`src/rtl/ifetch_ctrl.sv`:
```
// ifetch_ctrl: instruction-fetch controller.
// Walks the PC through a combinational instruction ROM and buffers {pc, ins}
// pairs in a small prefetch FIFO. Decode takes them through a valid/ready
// handshake. A taken branch or jump (redirect) flushes the FIFO and restarts
// fetching at the new target.
// Optional feature: define IFETCH_ALIGN_CHK_EN to add the misalign_err port.
// That flag is sticky and is set by a redirect whose target has nonzero low bits.
module ifetch_ctrl #(
  parameter int          DEPTH    = 4,
  parameter logic [31:0] RESET_PC = 32'h0
) (
  input  logic        clk,
  input  logic        rst_n,
  output logic [31:0] rom_addr,
  input  logic [31:0] rom_ins,
  input  logic        halt,
  input  logic        redirect,
  input  logic [31:0] redirect_pc,
  output logic        ins_valid,
  input  logic        ins_ready,
  output logic [31:0] ins_out,
  output logic [31:0] ins_pc,
`ifdef IFETCH_ALIGN_CHK_EN
  output logic        misalign_err,
`endif
  output logic        fetch_busy
);

  localparam int PW = (DEPTH > 1) ? $clog2(DEPTH) : 1;
  localparam int CW = PW + 1;
  localparam logic [CW-1:0] FULL_CNT = CW'(DEPTH);

  typedef enum logic [1:0] {
    S_IDLE   = 2'd0,
    S_FETCH  = 2'd1,
    S_FULL   = 2'd2,
    S_HALTED = 2'd3
  } state_t;

  state_t        r_state;
  logic          r_fetch_busy;
  logic [31:0]   r_pc;
  logic [CW-1:0] r_count;
  logic [PW-1:0] r_wptr;
  logic [PW-1:0] r_rptr;
  logic [31:0]   r_mem_pc  [DEPTH];
  logic [31:0]   r_mem_ins [DEPTH];
  logic [31:0]   r_head_pc;
  logic [31:0]   r_head_ins;

  logic          w_pop;
  logic          w_push;
  logic [CW-1:0] w_count_nxt;
  logic [PW-1:0] w_rptr_nxt;
  logic          w_head_from_push;
  state_t        w_state_nxt;
  logic [31:0]   w_redirect_tgt;

  // The PC always sits on a word boundary, so the ROM index is simply pc[31:2].
  assign rom_addr       = r_pc;
  assign ins_valid      = (r_count != '0);
  assign ins_out        = r_head_ins;
  assign ins_pc         = r_head_pc;
  assign fetch_busy     = r_fetch_busy;
  assign w_redirect_tgt = redirect_pc & ~32'h3;

  // A redirect suppresses both FIFO ports for that cycle. A push is allowed
  // when the FIFO is full, provided a pop frees a slot in the same cycle.
  assign w_pop  = ins_valid & ins_ready & ~redirect;
  assign w_push = (r_state == S_FETCH) & ~redirect & ((r_count < FULL_CNT) | w_pop);

  // The new head comes straight from the ROM when the FIFO would otherwise
  // be empty after this cycle's pop.
  assign w_head_from_push = w_push & ((r_count == '0) | ((r_count == CW'(1)) & w_pop));

  // Occupancy and read pointer for the next cycle.
  always_comb begin
    w_count_nxt = r_count;
    w_rptr_nxt  = r_rptr;
    if (redirect) begin
      w_count_nxt = '0;
      w_rptr_nxt  = '0;
    end else begin
      if (w_pop) w_rptr_nxt = r_rptr + PW'(1);
      case ({w_push, w_pop})
        2'b10:   w_count_nxt = r_count + CW'(1);
        2'b01:   w_count_nxt = r_count - CW'(1);
        default: w_count_nxt = r_count;
      endcase
    end
  end

  // Next-state decision. Decisions that depend on fullness use the
  // post-edge occupancy.
  always_comb begin
    w_state_nxt = r_state;
    if (redirect) begin
      w_state_nxt = halt ? S_HALTED : S_FETCH;
    end else begin
      case (r_state)
        S_IDLE:   w_state_nxt = halt ? S_HALTED : S_FETCH;
        S_FETCH:  begin
          if (halt)                         w_state_nxt = S_HALTED;
          else if (w_count_nxt == FULL_CNT) w_state_nxt = S_FULL;
          else                              w_state_nxt = S_FETCH;
        end
        S_FULL:   begin
          if (halt)       w_state_nxt = S_HALTED;
          else if (w_pop) w_state_nxt = S_FETCH;
          else            w_state_nxt = S_FULL;
        end
        S_HALTED: begin
          if (halt)                        w_state_nxt = S_HALTED;
          else if (w_count_nxt < FULL_CNT) w_state_nxt = S_FETCH;
          else                             w_state_nxt = S_FULL;
        end
        default:  w_state_nxt = S_IDLE;
      endcase
    end
  end

  // Fetch FSM state plus its registered busy indication.
  always_ff @(posedge clk or negedge rst_n) begin
    if (!rst_n) begin
      r_state      <= S_IDLE;
      r_fetch_busy <= 1'b0;
    end else begin
      r_state      <= w_state_nxt;
      r_fetch_busy <= (w_state_nxt == S_FETCH);
    end
  end

  // Program counter: advances on each push and is reloaded on a redirect.
  // Wraparound past the top of the address space is plain modulo arithmetic.
  always_ff @(posedge clk or negedge rst_n) begin
    if (!rst_n) begin
      r_pc <= RESET_PC & ~32'h3;
    end else if (redirect) begin
      r_pc <= w_redirect_tgt;
    end else if (w_push) begin
      r_pc <= r_pc + 32'd4;
    end
  end

  // FIFO pointers and occupancy. A redirect or reset discards all entries.
  always_ff @(posedge clk or negedge rst_n) begin
    if (!rst_n) begin
      r_count <= '0;
      r_wptr  <= '0;
      r_rptr  <= '0;
    end else begin
      r_count <= w_count_nxt;
      r_rptr  <= w_rptr_nxt;
      if (redirect)    r_wptr <= '0;
      else if (w_push) r_wptr <= r_wptr + PW'(1);
    end
  end

  // FIFO storage. Pointers qualify the contents, so this needs no reset.
  // Undefined ROM data is stored as-is.
  always_ff @(posedge clk) begin
    if (w_push) begin
      r_mem_pc[r_wptr]  <= r_pc;
      r_mem_ins[r_wptr] <= rom_ins;
    end
  end

  // Registered head entry. It only moves on a pop or a fill-from-empty,
  // so it stays stable while decode stalls.
  always_ff @(posedge clk or negedge rst_n) begin
    if (!rst_n) begin
      r_head_pc  <= '0;
      r_head_ins <= '0;
    end else if (!redirect && (w_count_nxt != '0)) begin
      if (w_head_from_push) begin
        r_head_pc  <= r_pc;
        r_head_ins <= rom_ins;
      end else begin
        r_head_pc  <= r_mem_pc[w_rptr_nxt];
        r_head_ins <= r_mem_ins[w_rptr_nxt];
      end
    end
  end

`ifdef IFETCH_ALIGN_CHK_EN
  logic r_misalign_err;
  assign misalign_err = r_misalign_err;

  // Sticky misalignment flag: set by an unaligned redirect and cleared by an aligned one.
  always_ff @(posedge clk or negedge rst_n) begin
    if (!rst_n) begin
      r_misalign_err <= 1'b0;
    end else if (redirect) begin
      r_misalign_err <= |redirect_pc[1:0];
    end
  end
`endif

endmodule

```
`config.mk`:
```
export PLATFORM = sky130hd
export DESIGN_NAME = ifetch_ctrl
export DESIGN_NICKNAME = d
export VERILOG_FILES = /design/src/rtl/ifetch_ctrl.sv
export SDC_FILE = /design/constraint.sdc
export NUM_CORES = 1
export LEC_CHECK = 0
export BUFFER_PORTS_ARGS = -buffer_cell sky130_fd_sc_hd__buf_2
export CAP_MARGIN = 20
export CORE_UTILIZATION = 50
export CTS_BUF_LIST = sky130_fd_sc_hd__clkbuf_4 sky130_fd_sc_hd__clkbuf_8
export DETAILED_ROUTE_END_ITERATION = 16
export PLACE_DENSITY = 0.79
export SYNTH_ARGS = -nofsm -noshare
export SYNTH_HDL_FRONTEND = slang
export SYNTH_SLANG_ARGS = --single-unit
```
`constraint.sdc`:
```
create_clock -name clk -period 4.1 [get_ports clk]
set_input_delay 0.41 -clock clk [delete_from_list [all_inputs] [get_ports clk]]
set_output_delay 0.41 -clock clk [all_outputs]
set_load 0.02 [all_outputs]
```
==> results of run 1 <==
-- worst min path at each step --
stage                          from           end  slack (ns)
floorplan                     rst_n    fetch_busy        0.11
global placement              rst_n  rom_addr[14]        0.50
detailed placement            rst_n  rom_addr[14]        0.50
CTS                  redirect_pc[5]   rom_addr[5]       0.002
global route        redirect_pc[13]  rom_addr[13]       0.008
finish              redirect_pc[14]  rom_addr[14]        0.02
-- per-stage QoR --
stage	utilization, %	std cells	instance area, um2	worst slack, ns	hold WS [ns]
2_1_floorplan	-	1256	15300	1.12	0.114
3_3_place_gp	55.5	1729	16600	0.581	0.501
3_5_place_dp	55.5	1729	16600	0.461	0.503
4_1_cts	59.4	1832	17700	0.421	0.00152
5_1_grt	59.4	1837	17800	0.0675	0.00751
6_report	59.4	1838	17800	0.330	0.0175
-- power by group --
part	leakage [nW]	internal, mW	total, mW	switching (mW)
Clock	0.611	1.68	3.07	1.39
Combinational	2.63	0.522	1.42	0.899
Sequential	3.44	4.17	4.46	0.290
Total	6.68	6.37	8.95	2.58
-- flip-flops by register name, indices dropped and copies added (netlist names) --
signal      cells
r_wptr          2
rom_addr       30
r_mem_ins     128
ins_out        32
r_state         2
fetch_busy      1
r_count         3
ins_pc         30
r_rptr          2
r_mem_pc      120
-- cell families (layout without fill, tap and decap cells) --
logic type | after synthesis | after routing
and+or+nand+nor | 373 | 373
adders and majority gates | 11 | 11
other | 1 | 9
AOI/OAI and AO/OA | 366 | 366
buffers and inverters | 125 | 312
DFF | 350 | 350
xor gates and xnor gates | 22 | 22
muxes | 5 | 5
-- repair_timing --
action	4_1_cts	5_1_grt
buffers inserted	0	0
endpoints found under the setup margin	0	0
hold buffers	1	0
endpoints found under the hold margin	46	0
-- worst reg2reg max path, cell delays in order, from the launching register on --
cell and delay, ns:
dfrtp_1 0.44, inv_1 0.12, ha_1 0.17, nor2b_1 0.54, inv_2 0.27, nand3_1 0.18, ha_1 0.31, nor3b_1 0.21
o21ai_0 0.18, a31oi_4 0.27, buf_12 0.32, a21boi_0 0.44, a41oi_1 0.17
-- synthesized netlist by cell type (5+ instances only) --
cell      count  area [um2]
a21bo_2      62         621
a21o_1       65         488
a21oi_1       6        30.0
a31oi_1      10        62.6
a41oi_1      63         552
and2_1        5        31.3
clkbuf_1     98         368
dfrtp_1     102        2550
edfxtp_1    248        7450
ha_1         11         138
inv_1        18        67.6
nand2_1      98         368
nand3_1     142         711
nor2_1       19        71.3
nor2b_1       5        31.3
nor3_1       71         355
nor4_1        7        43.8
o21ai_0     152         761
or3_1         5        31.3
xnor2_1      19         166
-- layout make-up --
class,instances,area (um2)
inverter,19,71.3
clock inverter,24,165
fill,2358,12100
multi-input combinational,781,4920
timing repair buffer,191,1110
tap,390,488
sequential,350,10000
antenna,5,12.5
clock buffer,78,986
-- routing by layer --
layer	track usage, %	part of all wire (%)	up-vias
met5	0	0	-
met4	11.0	2.4	0
met3	6.21	10	85
met2	44.2	48	687
met1	36.3	40	5813
li1	-	-	5024
==> qor.csv, run 1 <==
stage,metric,value,unit
timing,hold_viol,0,
clock_network,cts_htree_levels,2,
drt,viasPerCell,6.32,
cells_and_area,synthToLayoutAreaGrowth,16.3,%
synth,synth_top_family_by_area,compound AO/OA/AOI/OAI gates,
placed_design,portBuffers,160,
die,core-area,29900,um2
die,die_height,177,um
critical_path,required,4.54,ns
clock_network,cts_resized,0,
critical_path,cp_num_cells,12,
critical_path,endpoint,r_state[0],
grt,antenna_found_initial,5,
drt,detail_route.wirelength,43.1,mm
synth,avgSynthCellArea,12.2,um2
critical_path,worstSetupStartpoint,r_count[0],
placed_design,routabilityCongestion,0.816,
critical_path,crit_buf_inv,3,
clock_network,clkTransAtPathRegs,0.06,ns
timing,finalMaxSlewViolations,0,
drt,drt.antenna.violating_nets,0,
synth,ys_ff_latch,350,
timing,worst_pin_slew,1.05,ns
critical_path,slowest_delay,0.54,ns
synth,ys_types,45,
die,io_pins,167,
critical_path,criticalPathCategory,reg -> reg,
die,die_w,177,um
min_path,hold_path_class,in -> reg,
grt,grt.overflow.total,0,
timing,finalSetupViolCount,0,
cells_and_area,nNetsFinal,1478,
synth,ys_async_sr_fraction,29.1,%
cells_and_area,final_common_cell,edfxtp_1,
die,num_rows,63,
grt,grt_pass1_wl,65.6,mm
synth,synth_edf_count,248,
timing,relSlewSlack,30.2,%
cells_and_area,final_cell_mix,"248 x edfxtp_1, 160 x buf_2, 152 x o21ai_0",
timing,period_share,91.9,%
critical_path,path_max_fanout,50,
pwr,ir_drop,0.000319,V
synth,netlist_area,15300,um2
critical_path,crit_path_end_kind,register,
grt,grtUsageTotal,27.5,%
critical_path,rrSetupSlack,0.33,ns
clock_network,cts_buffers,55,
clock_network,cts_tree,done,
synth,synth-xor-area-share,1.26,%
critical_path,crit_family,compound AO/OA/AOI/OAI gates,
critical_path,timing.rr.start,r_count[0],
synth,synth.area.mux_share,0.352,%
synth,synth-main-ff-cell,edfxtp_1,
status,status,"complete, no violations",
cells_and_area,drive_above_1_share,25.6,%
timing,max_freq,265,MHz
critical_path,worstSetupStartpointType,register,
timing,finalClockSkew,0.0253,ns
critical_path,r2r_end,r_state[0],
synth,synthCells,1253,
synth,ys_seq_area_share,65.5,%
pwr,finalPower,8.95,mW
drt,drt-pass1-iter-count,5,
grt,grt_start_max_net_pins,63,
die,die-area,31200,um2
grt,grt_pass1_vias,11600,
die,initial_core_util,51.1,%
synth,synthAdderAreaFrac,0.902,%
drt,drt-initial-drc-count,1283,
drt,num_vias,11600,
critical_path,reg2regPathDepth,12,
drt,drc,0,
clock_network,clk-insertion-delay-late,0.60,ns
critical_path,crit_slowest_cell,nor2b_1,
critical_path,critPathArrivalTime,4.21,ns
pwr,p_leak,6.68,nW
pwr,pwr_density_cell,504,nW/um2
drt,routedWlPerCell,23.4,um
clock_network,clkSinkCount,350,
clock_network,clockBufferDepth,3,
clock_network,root_buffer,clkbuf_8,
critical_path,cp_cell_sequence,inv_1 > ha_1 > nor2b_1 > inv_2 > nand3_1 > ha_1 > nor3b_1 > o21ai_0 > a31oi_4 > buf_12 > a21boi_0 > a41oi_1,
job,cap_violations,0,
placed_design,dp.final_hpwl,23.4,mm
synth,ys_warn_count,0,
critical_path,cpMostUsedCell,ha_1,
timing,tns,0,ns
synth,synth-simple-area-share,11.9,%
min_path,holdPathStages,3,
synth,synth_compound_gate_area_share,16.9,%
timing,fin_crit,3.77,ns
timing,rsz0062_at_grt,no,
(Power assumes the default switching activity.)
==> run 2, diff against run 1 <==
--- a/config.mk
+++ b/config.mk
@@ -7,6 +7,7 @@
 export LEC_CHECK = 0
 export BUFFER_PORTS_ARGS = -buffer_cell sky130_fd_sc_hd__buf_2
 export CAP_MARGIN = 20
+export CORE_ASPECT_RATIO = 0.6
 export CORE_UTILIZATION = 50
 export CTS_BUF_LIST = sky130_fd_sc_hd__clkbuf_4 sky130_fd_sc_hd__clkbuf_8
 export DETAILED_ROUTE_END_ITERATION = 16
==> run 2 against run 1 <==
Against the previous run: critical endpoint is now ins_out[20]; worst setup slack improved by 0.13 ns; sequential power is essentially flat; die area about the same; maximum frequency increased by 3.7%; clock power down 5%; power fell by 1.6%; count of clock-buffer cells in the layout is 5 higher; critical path depth unchanged.
==> qor.csv, run 2 (synthesis gave the netlist of run 1 again) <==
stage,metric,value,unit,change
critical_path,crit_path_end_kind,register,,unchanged
clock_network,cts_tree,done,,unchanged
timing,finalMaxSlewViolations,0,,unchanged
drt,routedWlPerCell,23.4,um,about the same
critical_path,critPathArrivalTime,4.06,ns,was 4.21 ns
placed_design,routabilityCongestion,0.824,,was 0.816
timing,rsz0062_at_grt,no,,unchanged
cells_and_area,drive_above_1_share,25.2,%,was 25.6%
timing,tns,0,ns,unchanged
clock_network,cts_resized,0,,unchanged
clock_network,clkSinkCount,350,,unchanged
status,status,"complete, no violations",,unchanged
pwr,pwr_density_cell,498,nW/um2,was 504 nW/um2
timing,fin_crit,3.64,ns,was 3.77 ns
clock_network,cts_hold_buffers,3,,was 1
drt,drt.antenna.violating_nets,0,,unchanged
grt,grt.overflow.total,0,,unchanged
pwr,switching_share,28.6,%,was 28.8%
min_path,hold_path_class,in -> reg,,unchanged
grt,grt_pass1_vias,11400,,was 11600
timing,period_share,88.7,%,was 91.9%
placed_design,pre_cts_ws,0.504,ns,was 0.461 ns
pwr,p_sw,2.52,mW,was 2.58 mW
die,die_w,228,um,was 177 um
job,cap_violations,0,,unchanged
cells_and_area,utilization,59.0,%,was 59.4%
critical_path,required,4.53,ns,was 4.54 ns
clock_network,cts_buffers,50,,was 55
grt,antenna_found_initial,0,,was 5
pwr,finalPower,8.80,mW,was 8.95 mW
pwr,p_seq_share,50.6,%,was 49.8%
die,io_pins,167,,unchanged
clock_network,root_buffer,clkbuf_8,,unchanged
timing,relSlewSlack,31.5,%,was 30.2%
timing,max_freq,275,MHz,was 265 MHz
grt,grt_pass1_wl,65.8,mm,was 65.6 mm
die,die_height,137,um,was 177 um
drt,num_vias,11500,,was 11600
drt,detail_route.wirelength,43.1,mm,about the same
pwr,p_clk_share,33.2,%,was 34.3%
critical_path,criticalPathCategory,reg -> reg,,unchanged
drt,drc,0,,unchanged
pwr,combPwrFrac,16.2,%,was 15.9%
cells_and_area,nNetsFinal,1469,,was 1478
cells_and_area,synthToLayoutAreaGrowth,15.8,%,was 16.3%
cells_and_area,antenna_cells,0,,was 5
pwr,p_int,6.28,mW,was 6.37 mW
timing,timing.final.ws_setup,0.465,ns,was 0.330 ns
clock_network,clkTransAtPathRegs,0.06,ns,about the same
clock_network,cts_htree_levels,2,,unchanged
critical_path,worstSetupStartpointType,register,,unchanged
cells_and_area,final_common_cell,edfxtp_1,,unchanged
clock_network,cts_setup_buffers,0,,unchanged
timing,finalClockSkew,0.0165,ns,was 0.0253 ns
timing,worst_pin_slew,1.03,ns,was 1.05 ns
placed_design,portBuffers,160,,unchanged
cells_and_area,largest_register_ffs,128,,unchanged
placed_design,dp.final_hpwl,24.1,mm,was 23.4 mm
drt,drt-initial-drc-count,1038,,was 1283
timing,fin_hold_ws,0.0203,ns,was 0.0175 ns
timing,finalSetupViolCount,0,,unchanged
drt,viasPerCell,6.23,,was 6.32
die,initial_core_util,50.9,%,was 51.1%
pwr,ir_drop,0.000267,V,was 0.000319 V
clock_network,clockBufferDepth,3,,unchanged
die,num_rows,49,,was 63
grt,grtUsageTotal,28.2,%,was 27.5%
grt,grt_start_max_net_pins,64,,was 63
timing,hold_viol,0,,unchanged
die,die-area,31300,um2,was 31200 um2
cells_and_area,final_cell_mix,"248 x edfxtp_1, 159 x buf_2, 152 x o21ai_0",,"was 248 x edfxtp_1, 160 x buf_2, 152 x o21ai_0"
pwr,p_leak,6.63,nW,was 6.68 nW
cells_and_area,largest-register,r_mem_ins,,unchanged
critical_path,path_max_fanout,35,,was 50
drt,drt-pass1-iter-count,5,,unchanged
clock_network,clk-insertion-delay-late,0.60,ns,about the same
die,core-area,30000,um2,was 29900 um2
==> run 2: cell count changes in the layout (fill, tap and decap cells not counted), sizes merged <==
| cell | delta |
|---|---|
| buf | -6 |
| clkinvlp | -1 |
| clkinv | -9 |
| dlygate4sd3 | +2 |
| bufinv | -2 |
| inv | -1 |
| diode | -5 |
| clkbuf | +5 |
==> run 2: final timing paths <==
path,from,cells after the start,slack [ns],endpoint
worst max-delay path,r_count[0],12,0.46,ins_out[20]
worst min-delay path,redirect_pc[7],3,0.02,rom_addr[7]
worst max register to register,r_count[0],12,0.46,ins_out[20]
worst min register to register,ins_out[2],2,0.58,ins_out[2]
max in group asynchronous,rst_n,3,2.69,ins_pc[3]
min in group asynchronous,rst_n,2,0.46,rom_addr[7]
==> run 2: layer usage <==
layer  wire (um)  global-route usage [%]
met1       18100                    39.9
met4         925                    8.54
met2       19600                    43.5
met5           0                       0
met3        4460                    6.38
==> run 2: metrics by stage <==
stage / area [um2] / std cells
CTS: 17700 / 1839
global placement: 16600 / 1742
global route: 17700 / 1839
floorplan: 15300 / 1256
finish: 17700 / 1839
detailed placement: 16600 / 1742
==> run 2: power groups by stage <==
stage	sequential, mW	combinational, mW	clock [mW]
detailed placement	4.51	1.43	0
finish	4.45	1.43	2.92
CTS	4.45	1.44	2.95
global placement	4.51	1.39	0
global route	4.49	1.55	3.12
floorplan	4.77	0.541	0
==> run 2: cell type report <==
type                    count  area (um2)
fillers                  2405       12300
clock buffers              83        1040
repair buffers            187        1080
flip-flops and latches    350       10000
inverters                  19        71.3
clock inverters            11        48.8
multi-input cells         781        4930
well taps                 408         510
==> run 2: critical path, cell delays in order (launching register included) <==
cell and delay (ns):
dfrtp_1 0.42, inv_1 0.10, ha_1 0.17, nor2b_1 0.55, inv_2 0.28, nand3_1 0.18
ha_1 0.32, nor3b_1 0.22, o21ai_0 0.17, a31oi_4 0.24, or2_2 0.15, buf_4 0.43
a41oi_1 0.21
